## config.mk

```make
export PLATFORM = sky130hd
export DESIGN_NAME = pipe_hazard_unit
export DESIGN_NICKNAME = d
export VERILOG_FILES = /design/src/rtl/pipe_hazard_unit.sv
export SDC_FILE = /design/constraint.sdc
export NUM_CORES = 1
export LEC_CHECK = 0
export ABC_AREA = 1
export BUFFER_PORTS_ARGS = -buffer_cell sky130_fd_sc_hd__buf_4
export CAP_MARGIN = 25
export CORE_ASPECT_RATIO = 0.75
export CORE_MARGIN = 2
export CORE_UTILIZATION = 50
export DETAILED_ROUTE_END_ITERATION = 16
export PLACE_DENSITY = 0.86
export SYNTH_ARGS = -nofsm -noshare
export SYNTH_HDL_FRONTEND = slang
export SYNTH_SLANG_ARGS = --single-unit
```

## constraint.sdc

```tcl
create_clock -name clk_i -period 2.95 [get_ports clk_i]
set_input_delay 0.1475 -clock clk_i [delete_from_list [all_inputs] [get_ports clk_i]]
set_output_delay 0.1475 -clock clk_i [all_outputs]
set_load 0.01 [all_outputs]
```

## src/rtl/pipe_hazard_unit.sv

```systemverilog
// Hazard and forwarding controller for the 5-stage pipeline: a shadow scoreboard of the
// EX/MEM/WB destinations drives RAW stalls, taken-branch flushes and EX operand selects.
module pipe_hazard_unit #(
    parameter int REG_AW       = 5,
    parameter int FORWARD      = 1,
    parameter int BRANCH_STAGE = 3,
    parameter int RF_BYPASS    = 0,
    parameter int CNT_W        = 32
) (
    input  logic              clk_i,
    input  logic              rst_i,
    input  logic              id_valid_i,
    input  logic [REG_AW-1:0] id_rs_i,
    input  logic [REG_AW-1:0] id_rt_i,
    input  logic              id_use_rs_i,
    input  logic              id_use_rt_i,
    input  logic [REG_AW-1:0] id_dest_i,
    input  logic              id_regwrite_i,
    input  logic              id_memread_i,
    input  logic              branch_taken_i,
    output logic              pc_write_o,
    output logic              ifid_write_o,
    output logic              flush_ifid_o,
    output logic              flush_idex_o,
    output logic              flush_exmem_o,
    output logic [1:0]        fwd_a_o,
    output logic [1:0]        fwd_b_o,
    output logic [CNT_W-1:0]  stall_cnt_o,
    output logic [CNT_W-1:0]  flush_cnt_o
);

    localparam logic [1:0] FWD_RF    = 2'b00;
    localparam logic [1:0] FWD_EXMEM = 2'b10;
    localparam logic [1:0] FWD_MEMWB = 2'b01;
    localparam bit         USE_FWD   = (FORWARD != 0);
    localparam bit         FLUSH_MEM = (BRANCH_STAGE == 3);
    localparam bit         WB_HAZARD = (RF_BYPASS == 0);

    function automatic logic slot_match(input logic              vld,
                                        input logic              rw,
                                        input logic [REG_AW-1:0] dest,
                                        input logic [REG_AW-1:0] src,
                                        input logic              src_used);
        return vld && rw && (dest != '0) && (dest == src) && src_used;
    endfunction

    function automatic logic [CNT_W-1:0] sat_inc(input logic [CNT_W-1:0] cnt,
                                                 input logic             en);
        if (en && (cnt != '1))
            return cnt + CNT_W'(1);
        return cnt;
    endfunction

    // Nearest producer wins: the instruction currently in EX is younger than the one in MEM.
    function automatic logic [1:0] fwd_sel(input logic ex_hit, input logic mem_hit);
        if (ex_hit)
            return FWD_EXMEM;
        if (mem_hit)
            return FWD_MEMWB;
        return FWD_RF;
    endfunction

    // Scoreboard slots: p0 = EX, p1 = MEM, p2 = WB
    logic              vld_p0, vld_p1, vld_p2;
    logic              rw_p0, rw_p1, rw_p2;
    logic              ld_p0;
    logic [REG_AW-1:0] dest_p0, dest_p1, dest_p2;

    logic ex_rs, ex_rt, mem_rs, mem_rt, wb_rs, wb_rt;
    logic raw_hit, flush, stall, load_ex, kill_mem;
    logic [1:0] fwd_a_nxt, fwd_b_nxt;

    assign ex_rs  = slot_match(vld_p0, rw_p0, dest_p0, id_rs_i, id_use_rs_i);
    assign ex_rt  = slot_match(vld_p0, rw_p0, dest_p0, id_rt_i, id_use_rt_i);
    assign mem_rs = slot_match(vld_p1, rw_p1, dest_p1, id_rs_i, id_use_rs_i);
    assign mem_rt = slot_match(vld_p1, rw_p1, dest_p1, id_rt_i, id_use_rt_i);
    assign wb_rs  = slot_match(vld_p2, rw_p2, dest_p2, id_rs_i, id_use_rs_i);
    assign wb_rt  = slot_match(vld_p2, rw_p2, dest_p2, id_rt_i, id_use_rt_i);

    always_comb begin
        raw_hit = 1'b0;
        if (USE_FWD)
            raw_hit = (ex_rs | ex_rt) & ld_p0;
        else
            raw_hit = ex_rs | ex_rt | mem_rs | mem_rt | (WB_HAZARD & (wb_rs | wb_rt));
    end

    // A taken branch squashes the stalled consumer anyway, so flush overrides stall.
    assign flush    = branch_taken_i & ~rst_i;
    assign stall    = id_valid_i & ~rst_i & ~flush & raw_hit;
    assign load_ex  = id_valid_i & ~flush & ~stall;
    assign kill_mem = flush & FLUSH_MEM;

    assign pc_write_o    = ~stall;
    assign ifid_write_o  = ~stall;
    assign flush_ifid_o  = flush;
    assign flush_idex_o  = flush | stall;
    assign flush_exmem_o = kill_mem;

    always_comb begin
        fwd_a_nxt = FWD_RF;
        fwd_b_nxt = FWD_RF;
        if (USE_FWD && load_ex) begin
            fwd_a_nxt = fwd_sel(ex_rs, mem_rs);
            fwd_b_nxt = fwd_sel(ex_rt, mem_rt);
        end
    end

    always_ff @(posedge clk_i) begin
        if (rst_i) begin
            vld_p0      <= 1'b0;
            rw_p0       <= 1'b0;
            ld_p0       <= 1'b0;
            vld_p1      <= 1'b0;
            rw_p1       <= 1'b0;
            vld_p2      <= 1'b0;
            rw_p2       <= 1'b0;
            fwd_a_o     <= FWD_RF;
            fwd_b_o     <= FWD_RF;
            stall_cnt_o <= '0;
            flush_cnt_o <= '0;
        end else begin
            // ID -> EX
            vld_p0  <= load_ex;
            rw_p0   <= load_ex & id_regwrite_i;
            ld_p0   <= load_ex & id_memread_i;
            fwd_a_o <= fwd_a_nxt;
            fwd_b_o <= fwd_b_nxt;
            // EX -> MEM
            vld_p1  <= vld_p0 & ~kill_mem;
            rw_p1   <= rw_p0 & ~kill_mem;
            // MEM -> WB
            vld_p2  <= vld_p1;
            rw_p2   <= rw_p1;
            stall_cnt_o <= sat_inc(stall_cnt_o, stall);
            flush_cnt_o <= sat_inc(flush_cnt_o, flush);
        end
    end

    // Destination fields are qualified by the slot valid bits, so they need no reset.
    always_ff @(posedge clk_i) begin
        dest_p0 <= load_ex ? id_dest_i : '0;
        dest_p1 <= kill_mem ? '0 : dest_p0;
        dest_p2 <= dest_p1;
    end

endmodule
```

---- Word level (Yosys, flattened, before mapping) ----
Index checks and enable logic that the tools add are counted.
Widths: inputs -> output; s select.
word-level totals
  register bits ........................... 83
  bits in latches ......................... 0
  memory bits (writable) .................. 0
  memory bits (read-only) ................. 0
  bits of input ports ..................... 23
  output and inout port bits .............. 73
  logic and storage cells ................. 77
  memories ................................ 0
operators by class
  $add $sub $neg .......................... 2
  multipliers ............................. 0
  divide/modulo/power cells ............... 0
  order comparisons ....................... 0
  eq/ne operators ......................... 6
  shifts and indexed selects .............. 0
  muxes and demuxes ....................... 24
  bitwise gates (word level) .............. 17
  reduce and logical (&&, ||, !) cells .... 17
operators with widths
  kind                   number
  $add 32x1->32 const B  2
  $mux 32                2
  $ne 32x32->1 const B   2
  $eq 5x5->1             4
  $mux 2                 8
  $logic_and 1x1->1      14
  $mux 1                 14
  $and 1x1->1            11
  $reduce_bool 5->1      2
  $not 1->1              4
  $or 1x1->1             2
  $reduce_or 2->1        1

---- Depth between registers and ports, before layout ----
  word-level depth ........................ 14
  gate-level depth with buffers ........... 13
  gate-level depth less buffers ........... 12

---- Worst setup path before layout ----
No wires, ideal clock.
  path type ............................... register to register
  start point ............................. reg flush_cnt_o[0]
  end point ............................... reg flush_cnt_o[20]
  data arrival time ....................... 1.622 ns
  path slack .............................. 1.196 ns
  stages on the path, launching flop included .. 12
  buffers on the path ..................... 1
  clock period less this slack ............ 1.754 ns
  cells stage by stage .................... dfxtp_1 > ha_1 > nand2_1 > nor2_4 > nand2_2 > nor2_4 > nand3_4 > nand2_4 > inv_4 > buf_6 > nand2_1 > a21oi_1
on the way
  longest elaborated chain between the ends .. 4
  elaborated cells between the ends (all ways) .. 6
  those cells by class .................... 1 x add/sub; 1 x eq/ne; 3 x mux; 1 x reduce/logical
ends and longest elaborated chain
  element                                                                line  text
  start, declared                                                        29    output logic [CNT_W-1:0] flush_cnt_o
  start signal, assigned                                                 136   flush_cnt_o <= sat_inc(flush_cnt_o, flush);
  parallel branches: the longest is 4 deep, another holds $add 32x1->32  --
Parallel ways; which one is timed is not known. The select of a mux whose other input is x is not followed.
A chain may end at the register's enable or synchronous reset.

---- Worst setup path after layout ----
  start point ............................. reg dest_p0[1]
  end point ............................... out flush_idex_o
on the way
  longest elaborated chain between the ends .. 8
  elaborated cells between the ends (all ways) .. 12
  those cells by class .................... 2 x eq/ne; 4 x bitwise; 6 x reduce/logical
ends and longest elaborated chain
  element                          line  text
  start, declared                  67    logic [REG_AW-1:0] dest_p0, dest_p1, dest_p2;
  start signal, assigned           142   dest_p0 <= load_ex ? id_dest_i : '0;
  $reduce_bool 5->1                44    return vld && rw && (dest != '0) && (dest == src) && src_used;
  $logic_and 1x1->1 (3 in series)  44
  $or 1x1->1 (*)                   --
  $and 1x1->1 (*)                  83    raw_hit = (ex_rs | ex_rt) & ld_p0;
  $and 1x1->1 (*)                  90    assign stall = id_valid_i & ~rst_i & ~flush & raw_hit;
  $or 1x1->1 (*)                   97    assign flush_idex_o = flush | stall;
  end, declared                    24    output logic flush_idex_o,
Every way passes the cells marked *; elsewhere a longest branch is shown, timed or not.

==> parameters.txt <==
Parameter                              Value

Worst hold path
  Path class of the lowest-slack min-delay path ... in2reg

STA
  Normalized max-slew margin ... 0.598
  Post-route clock period utilization ... 0.805
  Number of max-slew violations in the final report ... 0
  Post-route setup TNS ... 0 ns
  Minimum period implied by the final worst setup slack ... roughly 2.4 ns
  Slew of the pin with the lowest slew margin ... 0.601 ns
  Fmax achieved ... 421 MHz
  Final clock skew ... 0.00576 ns
  Number of failing setup endpoints in the final timing report ... 0
  RSZ-0062 raised after global routing ... no
  Final number of hold-violating endpoints ... 0

Floorplan
  Die Wd ... around 120 um
  Core box area ... 0.00912 mm^2
  I/O pin count ... 96
  Effective utilization at floorplan ... 0.519
  Floorplan die area ... 0.0103 mm^2
  Height of the die ... between 80 and 90 um
  Row count ... 30

Routing
  Average via count per standard cell ... about 5.2
  Remaining DRCs ... 0
  Detailed-route via count ... just over 5000
  DR pass1 iterations ... 5
  Remaining number of nets flagged by the antenna check after routing ... 0
  Total Wirelength ... 12.8 mm
  Drt initial violations ... 492
  Routed wire per std cell ... approximately 13 um

Placement
  Last weighted congestion value of the routability-driven placer ... 0.985
  Count of buffers from port buffering ... 95
  Detailed placer's ending HPWL ... between 9 and 10 mm
  Post-placement cell area ... 0.00552 mm^2

Logic synthesis
  Average instance area after synthesis ... between 6 and 7 um^2
  Primary FF master, synth ... dfxtp_1
  Post-synthesis sequential area ratio ... 0.351
  Unique masters post-synth ... 38
  Net count after synthesis ... roughly 760
  Async set-reset flop share out of synthesis ... 0
  Number of enable flip-flop cells after synthesis ... 0
  Count of yosys warnings during synthesis ... 0
  Post-synthesis sequential element count ... 83
  Largest area contributor in the netlist ... dfxtp_1
  Synth top area cells ... dfxtp_1 (35%), nand2_1 (16%), nor2_1 (9.4%), inv_1 (7.3%), nand3_1 (5.2%)
  Cell Area, Synth ... 0.00473 mm^2
  Proportion of netlist area held by the largest area contributor ... 0.351
  Cells after synthesis ... 736

GRT
  Total global routing track utilization ... 0.252
  Pin count of the biggest net entering global routing ... 36
  Wire length of the first global-routing pass ... roughly 20 mm
  Antenna violations before repair ... 0
  Final global-route overflow total ... 0
  Vias in the first global route ... roughly 4300

Layout
  Nets ... roughly 850
  Diode insertion count for antenna repair ... 0
  Fraction of final layout cells sized beyond drive strength 1 ... 0.174
  Commonest non-fill, non-tap cell in the layout ... nand2_1
  Filler Cells Inserted ... 860
  Area growth from synthesis to layout ... 22.9%
  Post-Layout Inst Area ... about 0.0058 mm^2
  Highest-count cells in the layout ignoring fill and taps ... nand2_1 (204), nor2_1 (118), buf_4 (99), inv_1 (92), dfxtp_1 (83)

Clock tree
  CTS resizes ... 0
  Clock transition time at the flip-flop clock pins of the worst setup and hold paths ... about 0.060 ns
  Hold-fix buffer count after cts ... 0
  Post-CTS setup-driven buffer insertion count ... 0
  # clock sinks ... between 80 and 90
  Inserted Clock Buffers ... 9
  TritonCTS clock tree ... done
  Deepest clock path buffer count ... 2
  Skew-Pair Late Insertion Delay ... 0.34 ns
  H-tree level count ... 3
  Root buffer selected by CTS ... clkbuf_16

Run status
  Status ... complete, no violations

Worst setup path
  Type of the setup path with the least slack ... reg2out
  Critical Path Fanout Max ... 16
  Endpoint type of the worst setup path ... output port
  Worst-path cell with the longest stage delay ... dfxtp_1
  Required time of the critical path ... 2.80 ns
  Startpoint type of the worst setup path ... flop
  Crit-path cells ... inv_1 -> nand2_1 -> nand3_1 -> nor2_1 -> nand3_1 -> nand2_2 -> nand2_2 -> nand2_1 -> buf_4
  Delay contributed by the slowest stage of the critical path ... 0.38 ns
  Arrival @ worst endpoint ... 2.23 ns

Pwr
  IR drop worst, VDD ... 0.344 mV
  Leakage power summed over all cells ... 2.50 nW
  Ratio of total power to cell area ... 414 mW/mm^2

Run
  Max-cap violations ... 0
[worst paths after layout]
| path | startpoint | end | slack (ns) | cells past startpoint |
|---|---|---|---|---|
| setup / recovery | dest_p0[1] | flush_idex_o | 0.57 | 9 |
| hold / removal | branch_taken_i | rw_p1 | 0.02 | 2 |
| setup reg to reg | dest_p0[1] | stall_cnt_o[31] | 0.69 | 11 |
| hold reg to reg | vld_p0 | vld_p1 | 0.44 | 2 |
[kinds of logic after synthesis]
group,share of synthesized area
compound gates,0.0709
xor+xnor,0.0574
fa+ha+maj,0.00529
buf+inv,0.105
flops,0.351
simple gates,0.410
[worst max-delay path, delay by kind of cell, from the launching register on]
| kind | cells | cell delay, ns |
|---|---|---|
| buf+inv | 2 | 0.23 |
| flops | 1 | 0.38 |
| simple gates | 7 | 1.28 |
[synthesized netlist by cell type, types with 5 or more instances]
| library cell | instances |
|---|---|
| o21ai_0 | 11 |
| nand3_1 | 49 |
| o21bai_1 | 6 |
| buf_6 | 5 |
| clkbuf_1 | 7 |
| a21oi_1 | 38 |
| nor3_1 | 18 |
| inv_2 | 5 |
| nand4_1 | 18 |
| inv_1 | 92 |
| nor2_2 | 9 |
| xor2_1 | 27 |
| nand2_2 | 5 |
| nor2_1 | 118 |
| dfxtp_1 | 83 |
| nand2_1 | 204 |
[registers in the layout, indices dropped and copies added, names as in the netlist]
| register | count |
|---|---|
| vld_p1 | 1 |
| fwd_a_o | 2 |
| dest_p1 | 5 |
| fwd_b_o | 2 |
| dest_p0 | 5 |
| flush_cnt_o | 32 |
| rw_p0 | 1 |
| vld_p0 | 1 |
| stall_cnt_o | 32 |
| ld_p0 | 1 |
| rw_p1 | 1 |
[metal layers]
| layer | track usage | routed length (um) | vias up |
|---|---|---|---|
| li1 | - | - | 2493 |
| met1 | 0.376 | 5970 | 2273 |
| met2 | 0.357 | 5180 | 243 |
| met3 | 0.0651 | 1420 | 21 |
| met4 | 0.0758 | 184 | 0 |
| met5 | 0 | 0 | - |
[power breakdown]
part,leakage [nW],internal (mW),switching [mW]
logic,1.69,0.0526,0.0840
clock network,0.139,0.678,0.447
registers,0.671,1.13,0.0113
total,2.50,1.86,0.543
[area by class of cell]
cell class	instances	area [um^2]	share of cell area
Timing Repair Buffer	99	743	0.128
Inverter	100	378	0.0650
Tap cell	128	160	0.0276
Multi-Input combinational cell	535	2570	0.443
Clock inverter	4	50.0	0.00861
Sequential cell	83	1660	0.286
Clock buffer	12	246	0.0424
[through the flow]
step | power [mW] | worst slack [ns] | hold slack [ns] | utilization | std cells
detailed placement | 1.30 | 0.754 | 0.365 | 0.605 | 945
CTS | 2.42 | 0.592 | 0.0115 | 0.637 | 961
global placement | 1.30 | 0.803 | 0.361 | 0.605 | 945
global route | 2.48 | 0.439 | 0.0162 | 0.637 | 961
finish | 2.40 | 0.574 | 0.0185 | 0.637 | 961
floorplan | 1.25 | 1.20 | 0.219 | - | 736
Power figures use the tool's default switching activity.
